===== src/rtl/fp4mac_pkg.sv =====
// Shared types and helpers for the FP4 (E2M1) MAC sequencer.
package fp4mac_pkg;

    typedef logic [3:0] fp4_t;

    // Job sequencer states
    typedef enum logic [2:0] {
        StIdle  = 3'd0,
        StClear = 3'd1,
        StIssue = 3'd2,
        StDrain = 3'd3,
        StDone  = 3'd4
    } seq_state_e;

    localparam fp4_t FP4_POS_ZERO = 4'b0000;
    localparam fp4_t FP4_NEG_ZERO = 4'b1000;

    // True for either signed zero encoding
    function automatic logic is_fp4_zero(input fp4_t v);
        return (v == FP4_POS_ZERO) || (v == FP4_NEG_ZERO);
    endfunction

endpackage


===== src/rtl/fp4mac_sequencer.sv =====
// Job-level operand streamer / result collector for the FP4 MAC datapath.
// Clears the MAC, streams operand pairs, counts accumulator returns until the
// pipeline drains, then presents the final accumulator on a ready/valid port.
// Optional build macro: FP4SEQ_ZERO_SKIP_EN (pairs with a zero operand are
// consumed but not forwarded to the MAC).
module fp4mac_sequencer
    import fp4mac_pkg::*;
#(
    parameter int unsigned MAX_LEN = 16,
    parameter int unsigned CNT_W   = $clog2(MAX_LEN + 1)
) (
    input  logic             i_clk,
    input  logic             i_rst,
    input  logic             i_start,
    input  logic [CNT_W-1:0] i_len,
    output logic             o_idle,
    input  logic             i_op_valid,
    output logic             o_op_ready,
    input  logic [3:0]       i_op_a,
    input  logic [3:0]       i_op_b,
    output logic             o_mac_clr,
    output logic             o_mac_valid,
    output logic [3:0]       o_mac_a,
    output logic [3:0]       o_mac_b,
    input  logic             i_mac_valid,
    input  logic [3:0]       i_mac_accum,
    output logic             o_res_valid,
    input  logic             i_res_ready,
    output logic [3:0]       o_res_data
);

    localparam logic [CNT_W-1:0] MaxLenC = CNT_W'(MAX_LEN);

    seq_state_e       state_q, state_d;
    logic [CNT_W-1:0] len_q, len_d;
    logic [CNT_W-1:0] consumed_q, consumed_d;
    logic [CNT_W-1:0] issued_q, issued_d;
    logic [CNT_W-1:0] returned_q, returned_d;
    fp4_t             capture_q, capture_d;
    logic             mac_valid_q, mac_valid_d;
    fp4_t             mac_a_q, mac_a_d;
    fp4_t             mac_b_q, mac_b_d;

    logic             op_hs;
    logic             fwd;
    logic             ret_active;
    logic [CNT_W-1:0] len_clamped;

    assign len_clamped = (i_len > MaxLenC) ? MaxLenC : i_len;
    assign op_hs       = (state_q == StIssue) && i_op_valid;
    assign ret_active  = (state_q == StIssue) || (state_q == StDrain);

`ifdef FP4SEQ_ZERO_SKIP_EN
    assign fwd = op_hs && !is_fp4_zero(i_op_a) && !is_fp4_zero(i_op_b);
`else
    assign fwd = op_hs;
`endif

    // Next-state, counters, capture and MAC operand register logic
    always_comb begin
        state_d     = state_q;
        len_d       = len_q;
        consumed_d  = consumed_q;
        issued_d    = issued_q;
        returned_d  = returned_q;
        capture_d   = capture_q;
        mac_valid_d = fwd;
        mac_a_d     = mac_a_q;
        mac_b_d     = mac_b_q;

        if (fwd) begin
            mac_a_d = i_op_a;
            mac_b_d = i_op_b;
        end

        // A return in this cycle counts toward the drain decision below
        if (ret_active && i_mac_valid) begin
            capture_d = i_mac_accum;
            if (returned_q < issued_q) begin
                returned_d = returned_q + CNT_W'(1);
            end
        end

        case (state_q)
            StIdle: begin
                if (i_start) begin
                    state_d    = StClear;
                    len_d      = len_clamped;
                    consumed_d = '0;
                    issued_d   = '0;
                    returned_d = '0;
                    capture_d  = '0;
                end
            end
            StClear: begin
                state_d = (len_q == '0) ? StDrain : StIssue;
            end
            StIssue: begin
                if (op_hs) begin
                    consumed_d = consumed_q + CNT_W'(1);
                    if (consumed_q + CNT_W'(1) == len_q) begin
                        state_d = StDrain;
                    end
                end
                if (fwd) begin
                    issued_d = issued_q + CNT_W'(1);
                end
            end
            StDrain: begin
                if (returned_d == issued_q) begin
                    state_d = StDone;
                end
            end
            StDone: begin
                if (i_res_ready) begin
                    state_d = StIdle;
                end
            end
            default: state_d = StIdle;
        endcase
    end

    // State registers with synchronous reset
    always_ff @(posedge i_clk) begin
        if (i_rst) begin
            state_q     <= StIdle;
            len_q       <= '0;
            consumed_q  <= '0;
            issued_q    <= '0;
            returned_q  <= '0;
            capture_q   <= '0;
            mac_valid_q <= 1'b0;
            mac_a_q     <= '0;
            mac_b_q     <= '0;
        end else begin
            state_q     <= state_d;
            len_q       <= len_d;
            consumed_q  <= consumed_d;
            issued_q    <= issued_d;
            returned_q  <= returned_d;
            capture_q   <= capture_d;
            mac_valid_q <= mac_valid_d;
            mac_a_q     <= mac_a_d;
            mac_b_q     <= mac_b_d;
        end
    end

    // Moore outputs decoded from the state register
    always_comb begin
        o_idle      = (state_q == StIdle);
        o_mac_clr   = (state_q == StClear);
        o_op_ready  = (state_q == StIssue);
        o_res_valid = (state_q == StDone);
        o_res_data  = (state_q == StDone) ? capture_q : 4'b0000;
        o_mac_valid = mac_valid_q;
        o_mac_a     = mac_a_q;
        o_mac_b     = mac_b_q;
    end

endmodule


===== config.mk =====
export PLATFORM = sky130hd
export DESIGN_NAME = fp4mac_sequencer
export DESIGN_NICKNAME = d
export VERILOG_FILES = /design/src/rtl/fp4mac_pkg.sv /design/src/rtl/fp4mac_sequencer.sv
export SDC_FILE = /design/constraint.sdc
export NUM_CORES = 1
export LEC_CHECK = 0
export ABC_AREA = 1
export CORE_AREA = 2 2 85 87
export DETAILED_ROUTE_END_ITERATION = 16
export DIE_AREA = 0 0 87 89
export SLEW_MARGIN = 25
export SYNTH_ARGS = -nofsm -noshare
export SYNTH_HDL_FRONTEND = slang
export SYNTH_SLANG_ARGS = --single-unit

===== constraint.sdc =====
create_clock -name i_clk -period 3.7 [get_ports i_clk]
set_clock_uncertainty 0.05 [all_clocks]
set_input_delay 0.74 -clock i_clk [delete_from_list [all_inputs] [get_ports i_clk]]
set_output_delay 0.74 -clock i_clk [all_outputs]
set_load 0.01 [all_outputs]

---- Word level (Yosys, flattened, before mapping) ----
Index checks and enable logic that the tools add are counted.
storage, ports and cells
  flip-flop bits (word level) ............. 36
  word-level logic and storage cells ...... 55
operators by class
  $add $sub $neg .......................... 3
  $lt $le $gt $ge ......................... 2
  eq/ne operators ......................... 11
  mux-type cells .......................... 21
  reductions and logical operators ........ 9
operators with widths
  operator                                              count
  two-way mux 5 bit                                     8
  case mux 5 bit (2 select lines)                       2
  two-way mux 4 bit                                     4
  adder 5 x 1 -> 5 bit, second input constant           3
  two-way mux 3 bit                                     5
  case mux 3 bit (5 select lines)                       1
  == test 5 bit                                         2
  != test 2 x 1 -> 1 bit, second input constant         4
  == test 3 x 2 -> 1 bit, second input constant         2
  greater-than comparator 5 bit, second input constant  1
  logical NOT 5 bit                                     1
  < comparator 5 bit                                    1
  AND reduction 5 bit                                   1
  == test 3 x 1 -> 1 bit, second input constant         1
  == test 3 bit, second input constant                  1
  logical NOT 3 bit                                     1
  AND reduction 3 bit                                   1
  logical AND 1 bit                                     2
  != test 2 bit, second input constant                  1
  AND reduction 2 bit                                   1
  nonzero test 2 bit                                    1
  logical OR 1 bit                                      1
  two-way mux 1 bit                                     1

---- Logic depth before layout (Yosys ltp) ----
Gate-level depths: netlist of the first run.
  word-level depth ........................ 7
  depth in mapped cells ................... 17

---- Worst setup path after synthesis of the first run ----
No wires, ideal clock.
  path type ............................... register to register
  from .................................... register issued_q[4]
  to ...................................... register state_q[1]
  arrival time ............................ 1,788 ps
  required time ........................... 3,539 ps
  slack ................................... 1,751 ps
  cell stages (with the launch flop) ...... 15
  buffers on the path ..................... 0
  clock period less this slack ............ 1,949 ps
  cell sequence ........................... dfxtp_1 inv_1 ha_1 nand2_1 nand2_1 a21oi_1 nand4_1 nand3_1 nand2_1 nor2_2 nand3_2 nand2_1 nand2_1 nand2_1 nor2_2
between the ends
  cells in the longest elaborated chain, start to end .. 6
ends and longest elaborated chain
  item                                       line                     text
  start: declaration                         fp4mac_sequencer.sv:37   logic [CNT_W-1:0] issued_q, issued_d;
  start signal: assignment                   fp4mac_sequencer.sv:139  issued_q <= issued_d;
  < comparator 5 bit                         fp4mac_sequencer.sv:79   if (returned_q < issued_q) begin
  two-way mux 5 bit                          fp4mac_sequencer.sv:79
  two-way mux 5 bit                          fp4mac_sequencer.sv:77   if (ret_active && i_mac_valid) begin
  == test 5 bit *                            fp4mac_sequencer.sv:110  if (returned_d == issued_q) begin
  != test 2 x 1 -> 1 bit (no source line) *  n/a
  AND reduction 5 bit (no source line) *     n/a
  end signal: assignment                     fp4mac_sequencer.sv:126  state_q <= StIdle;
  end signal: assignment                     fp4mac_sequencer.sv:136  state_q <= state_d;
  end: declaration                           fp4mac_sequencer.sv:34   seq_state_e state_q, state_d;
Every way passes the cells marked *; elsewhere a longest branch is shown, timed or not.
A chain may end at the register's enable or synchronous reset.

---- Worst setup path after layout of the first run ----
  from .................................... register state_q[0]
  to ...................................... output port o_mac_clr
between the ends
  cells in the longest elaborated chain, start to end .. 1
ends and longest elaborated chain
  item                    line                     text
  == test 3 x 1 -> 1 bit  fp4mac_sequencer.sv:151  o_mac_clr = (state_q == StClear);
  end: declaration        fp4mac_sequencer.sv:21   output logic o_mac_clr,
Every way passes these cells.

==> results of run 1 <==
==> registers in the layout, indices dropped and copies added, names as in the netlist <==
register	count
returned_q	5
issued_q	5
capture_q	4
o_mac_b	4
o_mac_valid	1
state_q	3
len_q	5
consumed_q	5
o_mac_a	4
==> placed cells by master (no fill, tap or decap), types with 3 or more instances in the layout <==
| cell | n |
|---|---|
| sky130_fd_sc_hd__nor2_2 | 5 |
| sky130_fd_sc_hd__inv_2 | 6 |
| sky130_fd_sc_hd__nand2_2 | 3 |
| sky130_fd_sc_hd__nor2_1 | 32 |
| sky130_fd_sc_hd__nand4_1 | 12 |
| sky130_fd_sc_hd__a21oi_1 | 19 |
| sky130_fd_sc_hd__o21ai_0 | 15 |
| sky130_fd_sc_hd__dfxtp_1 | 36 |
| sky130_fd_sc_hd__ha_1 | 7 |
| sky130_fd_sc_hd__clkdlybuf4s50_1 | 39 |
| sky130_fd_sc_hd__clkbuf_8 | 6 |
| sky130_fd_sc_hd__nand3_1 | 19 |
| sky130_fd_sc_hd__nand2_1 | 66 |
| sky130_fd_sc_hd__inv_1 | 36 |
==> final cells by class <==
type                    count  area, um^2  area share
clock buffers               8        90.1      0.0352
inverters                  42         158      0.0616
multi-input cells         204        1100       0.430
flip-flops and latches     36         721       0.282
well taps                  80         100      0.0391
repair buffers             39         390       0.153
==> layer usage <==
layer	part of all wire	wire length, um	global-route usage	vias to the layer above
met5	0	0	0	-
met4	0.011	51	0.0597	0
met3	0.042	191	0.0332	6
met2	0.46	2080	0.206	39
met1	0.49	2210	0.158	842
li1	-	-	-	1012
==> per-stage QoR <==
stage          instance area [um^2]  power [mW]  hold WS, ns
2_1_floorplan                  1990       0.932        0.391
6_report                       2560        1.41        0.421
3_5_place_dp                   2470        1.14        0.413
3_3_place_gp                   2470        1.13        0.404
5_1_grt                        2560        1.53        0.454
4_1_cts                        2560        1.43        0.424
==> worst reg2reg max path, cell delays in order, from the launching register on <==
cell	delay (ns)
sky130_fd_sc_hd__dfxtp_1	0.33
sky130_fd_sc_hd__inv_1	0.09
sky130_fd_sc_hd__ha_1	0.32
sky130_fd_sc_hd__nand2_1	0.07
sky130_fd_sc_hd__nand2_1	0.14
sky130_fd_sc_hd__a21oi_1	0.30
sky130_fd_sc_hd__nand4_1	0.21
sky130_fd_sc_hd__nand3_1	0.13
sky130_fd_sc_hd__nand2_1	0.06
sky130_fd_sc_hd__nor2_2	0.12
sky130_fd_sc_hd__nand3_2	0.10
sky130_fd_sc_hd__nand2_1	0.07
sky130_fd_sc_hd__nand2_1	0.04
sky130_fd_sc_hd__nand2_1	0.06
sky130_fd_sc_hd__nor2_2	0.04
==> worst max-delay path by stage <==
stage | startpoint | to | slack (ns) | cells after the start
floorplan | issued_q[4] | state_q[1] | 1.75 | 14
global placement | i_rst | issued_q[4] | 1.10 | 6
detailed placement | i_rst | consumed_q[0] | 1.06 | 5
CTS | state_q[0] | o_mac_clr | 1.03 | 3
global route | state_q[0] | o_mac_clr | 0.94 | 3
finish | state_q[0] | o_mac_clr | 1.02 | 3
==> power by group <==
| part | switching [mW] | leakage, nW | internal, mW |
|---|---|---|---|
| clock | 0.136 | 0.0455 | 0.152 |
| sequential | 0.0656 | 0.292 | 0.452 |
| combinational | 0.362 | 0.696 | 0.241 |
==> cells by family (layout without fill, tap and decap cells) <==
family,Yosys count,count (layout),synth area share
xor gates and xnor gates,1,1,0.00439
AOI/OAI and AO/OA,44,44,0.129
adders and majority gates,7,7,0.0439
buffers and inverters,46,89,0.0878
and+or+nand+nor,152,152,0.374
DFF,36,36,0.361
==> results.txt, run 1 <==
Startpoint type of the worst setup path: flop
I/O pins: 40
WHS Endpoint: capture_q[1]
Largest delay share family, worst path: buffers and inverters
Kind of critical path: flop to output port
Origin of the worst min-delay path: capture_q[1]
Setup Buffers After CTS: 0
DP Worst Slack: 1.06 ns
Routed via count divided by cell count: 4.64
Predominant post-synthesis flop cell: sky130_fd_sc_hd__dfxtp_1
Clock transition at the registers of the reported paths: 0.07 ns
Outcome: completed
Maximum clock frequency: 373 MHz
Count of cell types in the netlist: 36
Synth top area cells: sky130_fd_sc_hd__dfxtp_1, sky130_fd_sc_hd__nand2_1, sky130_fd_sc_hd__inv_1
Via count: 1899
Top-area cell type share of the netlist area: 0.361
Critical path required time: 2.91 ns
FF-to-FF End: state_q[1]
Placed cell count: 401
Crit share post-route: 0.724
CTS Sinks: 36
Final Hold Violating Endpoints: 0
Antenna violations before repair: 0
Signal arrival time at the worst endpoint: 1.89 ns
Final-layout fill cell count: 713
Hold Buf Count CTS: 0
Post-CTS resize count: 0
Antenna fix cells: 0
CP max stage delay: 0.62 ns
Overall routing resource usage: 0.127
Most area-hungry cell type in the Yosys netlist: sky130_fd_sc_hd__dfxtp_1
FFs w/ async S/R, synth: 0
Vias in the first global route: 1865
Count of port buffers added during placement: 39
Cell with the largest stage delay on the worst path: sky130_fd_sc_hd__clkdlybuf4s50_1
Area Growth Syn to Fin: 28.2%
H-tree lvl count: 2
Max Buffers Root-to-Sink: 2
Pwr dens: 551 nW/um^2
Total standard cell area after synthesis: 1990 um^2
Max-slew headroom at the worst pin: 0.650
Gate count of the mapped netlist: 286
Die Span Y: 89 um
Final routed wirelength across all metal layers: 4530 um
Capturing element type of the critical path: output port
CTS tree: done
Maximum number of pins on one net before global-route repair: 18
Syn nets: 316
Max cap viols: 0
Worst R2R Setup Slack: 1.49 ns
Max Fanout on Critical Path: 4
Wire length per cell: 11.1 um
Non-Filler Instances: 409
Global-route wire length before repair: 7840 um
Routability cong.: 0.867
Top-count cell post-synth: sky130_fd_sc_hd__nand2_1
Total negative slack for setup checks: 0 ns
Synth Register Bits: 36
Starting utilization of the core area: 0.297
Final worst path period need: 2.68 ns
Sequential-to-total area share from yosys stat: 0.361
Setup Viol. Count Final: 0
Root Buffer: sky130_fd_sc_hd__clkbuf_8
Post-synthesis area per instance: 6.97 um^2
Number of nets with antenna violations after routing: 0
Pleak: 1.03 nW
Logic depth of the worst register-to-register path: 14
Core Util, Final: 0.381
Die Footprint: 7740 um^2
Grt ovf: 0
Crit path buffers/inverters: 2
HPWL after DPL: 3550 um
Share of layout cells above drive strength 1: 0.0973
Unrepaired setup endpoints after global routing: no
Transition time of the tightest slew-check pin: 0.524 ns
Clock latency of the later-clocked register in the worst-skew pair: 0.28 ns
Startpoint of the lowest-slack register-to-register path: issued_q[4]
Commonest cells in the netlist: sky130_fd_sc_hd__nand2_1, sky130_fd_sc_hd__dfxtp_1, sky130_fd_sc_hd__inv_1, sky130_fd_sc_hd__nor2_1
Total clock buffers created by CTS: 5
Worst Slack Setup Final: 1.02 ns
Worst hold path depth: 2
Number of max-slew violations in the final report: 0
Iteration-0 DRC Markers: 75
Worst-path cell chain: inv_1, nor3_1, clkdlybuf4s50_1
Cell row count: 30
Final layout net count: 358
Width of the die: 87 um
Number of flops mapped to enable cells by yosys: 0
Ys Warns: 0
First-pass detailed-route iteration total: 4
Worst voltage drop across the vdd grid: 0.203 mV
Core area: 6720 um^2
Number of remaining DRC errors: 0
Hold crit path type: flop to flop
(Power assumes the default switching activity.)
==> inputs of run 2 (changes only) <==
==> constraint.sdc (replaced) <==
create_clock -name i_clk -period 2.7 [get_ports i_clk]
set_clock_uncertainty 0.05 [all_clocks]
set_input_delay 0.54 -clock i_clk [delete_from_list [all_inputs] [get_ports i_clk]]
set_output_delay 0.54 -clock i_clk [all_outputs]
set_load 0.01 [all_outputs]
==> run 2 against run 1 <==
Sequential share of layout area decreased by 0.55 points. Flip-flop and latch count unchanged. Cell count increased by 0.49%. Clock power increased by 82%. First-iteration DRC count decreased by 16%. Non-clock buffer count increased by 2. Total power increased by 47%.
==> results.txt, run 2 (synthesized netlist as in run 1, its figures left out) <==
Routed via count divided by cell count: 4.71 (+1.5%)
Max cap viols: 0 (unchanged)
Highest-count cells in the layout ignoring fill and taps: sky130_fd_sc_hd__nand2_1, sky130_fd_sc_hd__clkdlybuf4s50_1, sky130_fd_sc_hd__inv_1, sky130_fd_sc_hd__dfxtp_1, sky130_fd_sc_hd__nor2_1
HPWL after DPL: 3520 um (-0.83%)
Max-slew headroom at the worst pin: 0.728 (+0.0781)
Part of the power in combinational logic: 0.403 (-0.025)
Setup Buffers After CTS: 0 (unchanged)
Final Hold Violating Endpoints: 0 (unchanged)
Global-route wire length before repair: 8090 um (+3.3%)
Logic depth of the worst register-to-register path: 14 (unchanged)
Outcome: completed
Via count: 1937 (+2.0%)
Max Fanout on Critical Path: 4 (unchanged)
Core area: 6720 um^2 (unchanged)
Clock Power Share: 0.253 (+0.049)
Worst setup path startpoint: state_q[0]
Kind of critical path: flop to output port
Antenna violations before repair: 0 (unchanged)
Total negative slack for setup checks: 0 ns (unchanged)
Startpoint type of the worst setup path: flop
Clock transition at the registers of the reported paths: 0.07 ns (about the same)
H-tree lvl count: 2 (unchanged)
Width of the die: 87 um (unchanged)
Clock latency of the later-clocked register in the worst-skew pair: 0.29 ns (about the same)
Routability cong.: 0.871 (+0.42%)
Number of max-slew violations in the final report: 0 (unchanged)
Die Footprint: 7740 um^2 (unchanged)
Count of port buffers added during placement: 39 (unchanged)
Antenna fix cells: 0 (unchanged)
Pwr dens: 794 nW/um^2 (+44%)
Setup Viol. Count Final: 0 (unchanged)
Origin of the worst min-delay path: capture_q[2]
Startpoint of the lowest-slack register-to-register path: issued_q[4]
Switching share of power: 0.381 (-0.0188)
Worst R2R Setup Slack: 0.49 ns (-1.00 ns)
CTS tree: done
Worst voltage drop across the vdd grid: 0.309 mV (+52%)
Overall routing resource usage: 0.130 (+0.00295)
Maximum clock frequency: 402 MHz
Cell row count: 30 (unchanged)
Leading cell type in the layout, fill and taps excluded: sky130_fd_sc_hd__nand2_1
Pleak: 1.06 nW (+2.7%)
CTS Sinks: 36 (unchanged)
Worst hold path depth: 2 (unchanged)
Die Span Y: 89 um (unchanged)
Iteration-0 DRC Markers: 63 (-16%)
Relative contribution of sequential cells to total power: 0.343 (-0.025)
Hold crit path type: flop to flop
Capturing element type of the critical path: output port
Final worst path period need: 2.49 ns
Final layout net count: 360 (+0.56%)
Crit share post-route: 0.922
Final routed wirelength across all metal layers: 4710 um (+4.0%)
Transition time of the tightest slew-check pin: 0.405 ns (-0.119 ns)
Critical path required time: 2.11 ns (-0.80 ns)
I/O pins: 40 (unchanged)
Area Growth Syn to Fin: 30.8%
First-pass detailed-route iteration total: 4 (unchanged)
Number of remaining DRC errors: 0 (unchanged)
Post-CTS resize count: 0 (unchanged)
Total clock buffers created by CTS: 5 (unchanged)
Starting utilization of the core area: 0.297 (unchanged)
Vias in the first global route: 1797 (-3.6%)
Max Buffers Root-to-Sink: 2 (unchanged)
Final-layout fill cell count: 713 (unchanged)
Switching power total: 789 uW (+40%)
Share of layout cells above drive strength 1: 0.109 (+0.0115)
Grt ovf: 0 (unchanged)
Hold slack final: 0.420 ns (-0.000991 ns)
Unrepaired setup endpoints after global routing: no
Wire length per cell: 11.5 um (+3.5%)
Number of nets with antenna violations after routing: 0 (unchanged)
Pwr Total: 2.07 mW (+47%)
Signal arrival time at the worst endpoint: 1.90 ns (about the same)
Root Buffer: sky130_fd_sc_hd__clkbuf_8
Power Internal: 1.28 mW (+52%)
Maximum number of pins on one net before global-route repair: 17 (-1)
Hold Buf Count CTS: 0 (unchanged)
-- run 2: cell count changes in the layout (fill, tap and decap cells not counted), sizes merged --
cell / delta
bufinv: +1
clkbuf: -1
buf: +2
-- run 2: power groups by stage --
stage                     logic (mW)  clock network (mW)  registers [mW]
after floorplan                0.561                   0           0.716
after global placement         0.832                   0           0.720
after detailed placement       0.841                   0           0.722
after CTS                      0.846               0.535           0.711
after global routing           0.943               0.554           0.727
final                          0.835               0.525           0.710
-- run 2: final timing paths --
kind,endpoint
hold / removal,capture_q[2]
hold reg to reg,capture_q[2]
setup / recovery,o_mac_clr
setup reg to reg,state_q[1]
-- run 2: critical path, cell delays in order, from the launching register on --
cell                              delay [ns]
sky130_fd_sc_hd__dfxtp_1                0.50
sky130_fd_sc_hd__inv_1                  0.14
sky130_fd_sc_hd__nor3_1                 0.35
sky130_fd_sc_hd__clkdlybuf4s50_1        0.62
-- run 2: layout make-up --
class | count | area [um^2] | share of cell area
Multi-Input combinational cell | 204 | 1100 | 0.421
Sequential cell | 36 | 721 | 0.276
Timing Repair Buffer | 41 | 405 | 0.155
Inverter | 42 | 158 | 0.0604
Tap cell | 80 | 100 | 0.0384
Clock buffer | 7 | 96.3 | 0.0369
Clock inverter | 1 | 30.0 | 0.0115
-- run 2: stage by stage --
step	setup slack, ns	utilization	cell area [um^2]	cells
floorplan	0.751	-	1990	286
global placement	0.357	0.369	2480	403
detailed placement	0.335	0.369	2480	403
CTS	0.187	0.388	2610	411
global route	0.0832	0.388	2610	411
finish	0.211	0.388	2610	411
-- run 2: routing by layer --
metal | wire length, um | global-route usage
met5 | 0 | 0
met4 | 75 | 0.0440
met3 | 224 | 0.0314
met2 | 2160 | 0.216
met1 | 2240 | 0.166
==> inputs of run 3 (changes only) <==
--- a/config.mk
+++ b/config.mk
@@ -6,9 +6,10 @@
 export NUM_CORES = 1
 export LEC_CHECK = 0
 export ABC_AREA = 1
-export CORE_AREA = 2 2 85 87
+export CORE_AREA = 2 2 70 72
 export DETAILED_ROUTE_END_ITERATION = 16
-export DIE_AREA = 0 0 87 89
+export DIE_AREA = 0 0 72 74
+export PLACE_DENSITY = 0.7
 export SLEW_MARGIN = 25
 export SYNTH_ARGS = -nofsm -noshare
 export SYNTH_HDL_FRONTEND = slang
==> run 3 against run 2 <==
Flip-flop and latch count unchanged. Clock-buffer cell count down 2. Largest cell class unchanged. Sequential power about the same. Largest power group unchanged.
==> results.txt, run 3 (synthesized netlist as in run 1, its figures left out) <==
Hold Buf Count CTS: 0 (unchanged)
Outcome: completed
Worst voltage drop across the vdd grid: 0.393 mV (+27%)
Max Fanout on Critical Path: 4 (unchanged)
Highest-count cells in the layout ignoring fill and taps: sky130_fd_sc_hd__nand2_1, sky130_fd_sc_hd__clkdlybuf4s50_1, sky130_fd_sc_hd__inv_1, sky130_fd_sc_hd__dfxtp_1, sky130_fd_sc_hd__nor2_1
Number of nets with antenna violations after routing: 0 (unchanged)
Signal arrival time at the worst endpoint: 1.87 ns (-0.03 ns)
Hold crit path type: flop to flop
Max cap viols: 0 (unchanged)
Clock latency of the later-clocked register in the worst-skew pair: 0.29 ns (about the same)
Grt ovf: 0 (unchanged)
Area Growth Syn to Fin: 28.4%
Unrepaired setup endpoints after global routing: no
Antenna fix cells: 0 (unchanged)
Root Buffer: sky130_fd_sc_hd__clkbuf_8
Setup Viol. Count Final: 0 (unchanged)
Kind of critical path: flop to output port
Final routed wirelength across all metal layers: 4560 um (-3.1%)
Width of the die: 72 um (-17%)
Part of the power in combinational logic: 0.411 (+0.008)
Crit share post-route: 0.912 (-0.0101)
Die Span Y: 74 um (-17%)
Capturing element type of the critical path: output port
Routed via count divided by cell count: 5.05 (+7.2%)
Critical path required time: 2.11 ns (about the same)
Share of layout cells above drive strength 1: 0.109 (unchanged)
HPWL after DPL: 3560 um (+1.3%)
Switching share of power: 0.391 (+0.0104)
Iteration-0 DRC Markers: 71 (+13%)
Count of port buffers added during placement: 39 (unchanged)
Setup Buffers After CTS: 0 (unchanged)
CTS tree: done
Clock transition at the registers of the reported paths: 0.08 ns (about the same)
Maximum number of pins on one net before global-route repair: 17 (unchanged)
Final layout net count: 360 (unchanged)
Maximum clock frequency: 406 MHz (+1.1%)
Antenna violations before repair: 0 (unchanged)
Global-route wire length before repair: 7820 um (-3.4%)
Relative contribution of sequential cells to total power: 0.352 (+0.009)
First-pass detailed-route iteration total: 4 (unchanged)
Vias in the first global route: 1810 (+0.72%)
Max Buffers Root-to-Sink: 2 (unchanged)
Via count: 1946 (+0.46%)
Final worst path period need: 2.46 ns (-0.0273 ns)
Final-layout fill cell count: 427 (-40%)
Routability cong.: 0.894 (+2.6%)
I/O pins: 40 (unchanged)
H-tree lvl count: 2 (unchanged)
Pwr dens: 789 nW/um^2 (-0.62%)
Leading cell type in the layout, fill and taps excluded: sky130_fd_sc_hd__nand2_1
Starting utilization of the core area: 0.434 (+0.137)
Power Internal: 1.23 mW (-4.1%)
Pleak: 1.05 nW (-0.97%)
Core area: 4600 um^2 (-32%)
Switching power total: 790 uW (+0.22%)
Number of remaining DRC errors: 0 (unchanged)
Max-slew headroom at the worst pin: 0.745 (+0.0166)
Core Util, Final: 0.557 (+0.169)
CTS Sinks: 36 (unchanged)
Number of max-slew violations in the final report: 0 (unchanged)
Total clock buffers created by CTS: 5 (unchanged)
Wire length per cell: 11.8 um (+3.4%)
Post-CTS resize count: 0 (unchanged)
Total negative slack for setup checks: 0 ns (unchanged)
Overall routing resource usage: 0.188 (+0.0578)
Cell row count: 25 (-17%)
Pwr Total: 2.02 mW (-2.4%)
Final Hold Violating Endpoints: 0 (unchanged)
Die Footprint: 5330 um^2 (-31%)
Clock Power Share: 0.237 (-0.016)
Startpoint type of the worst setup path: flop
Transition time of the tightest slew-check pin: 0.378 ns (-0.0268 ns)
## run 3: cell types whose count changed in the layout (fill, tap and decap cells not counted)
cell,change
sky130_fd_sc_hd__clkinvlp_4,+1
sky130_fd_sc_hd__clkbuf_8,-2
sky130_fd_sc_hd__clkinv_2,+1
## run 3: cell type report
cell class | instances | area, um^2 | share of cell area
multi-input combinational | 204 | 1100 | 0.429
sequential | 36 | 721 | 0.281
timing repair buffer | 41 | 405 | 0.158
inverter | 42 | 158 | 0.0616
clock buffer | 5 | 68.8 | 0.0269
tap | 54 | 67.6 | 0.0264
clock inverter | 3 | 42.5 | 0.0166
## run 3: per-stage QoR
stage               area (um^2)  std cells  setup WS, ns  hold slack (ns)
CTS                        2560        385         0.193            0.418
detailed placement         2450        377         0.336            0.407
floorplan                  1990        286         0.751            0.391
global route               2560        385         0.140            0.439
global placement           2450        377         0.366            0.401
finish                     2560        385         0.238            0.418
## run 3: final timing paths
check / depth (start not counted) / slack, ns / startpoint / end
setup / recovery: 3 / 0.24 / state_q[0] / o_mac_clr
hold / removal: 2 / 0.42 / capture_q[1] / capture_q[1]
setup reg to reg: 14 / 0.41 / issued_q[4] / state_q[1]
hold reg to reg: 2 / 0.42 / capture_q[1] / capture_q[1]
## run 3: metal layers
metal	share of wire	wire, um	GRT usage	up-vias
met1	0.43	1960	0.222	866
li1	-	-	-	1019
met2	0.49	2250	0.320	50
met3	0.058	265	0.0556	11
met4	0.019	85	0.0797	0
met5	0	0	0	-
## run 3: power groups by stage
stage	combinational, mW	sequential [mW]	clock, mW
finish	0.830	0.711	0.479
global route	0.941	0.727	0.515
CTS	0.840	0.710	0.494
detailed placement	0.836	0.721	0
global placement	0.825	0.721	0
floorplan	0.561	0.716	0
## run 3: worst max-delay path: stages, from the launching register on
cell and delay, ns:
sky130_fd_sc_hd__dfxtp_1 0.52, sky130_fd_sc_hd__inv_1 0.15, sky130_fd_sc_hd__nor3_1 0.31, sky130_fd_sc_hd__clkdlybuf4s50_1 0.60
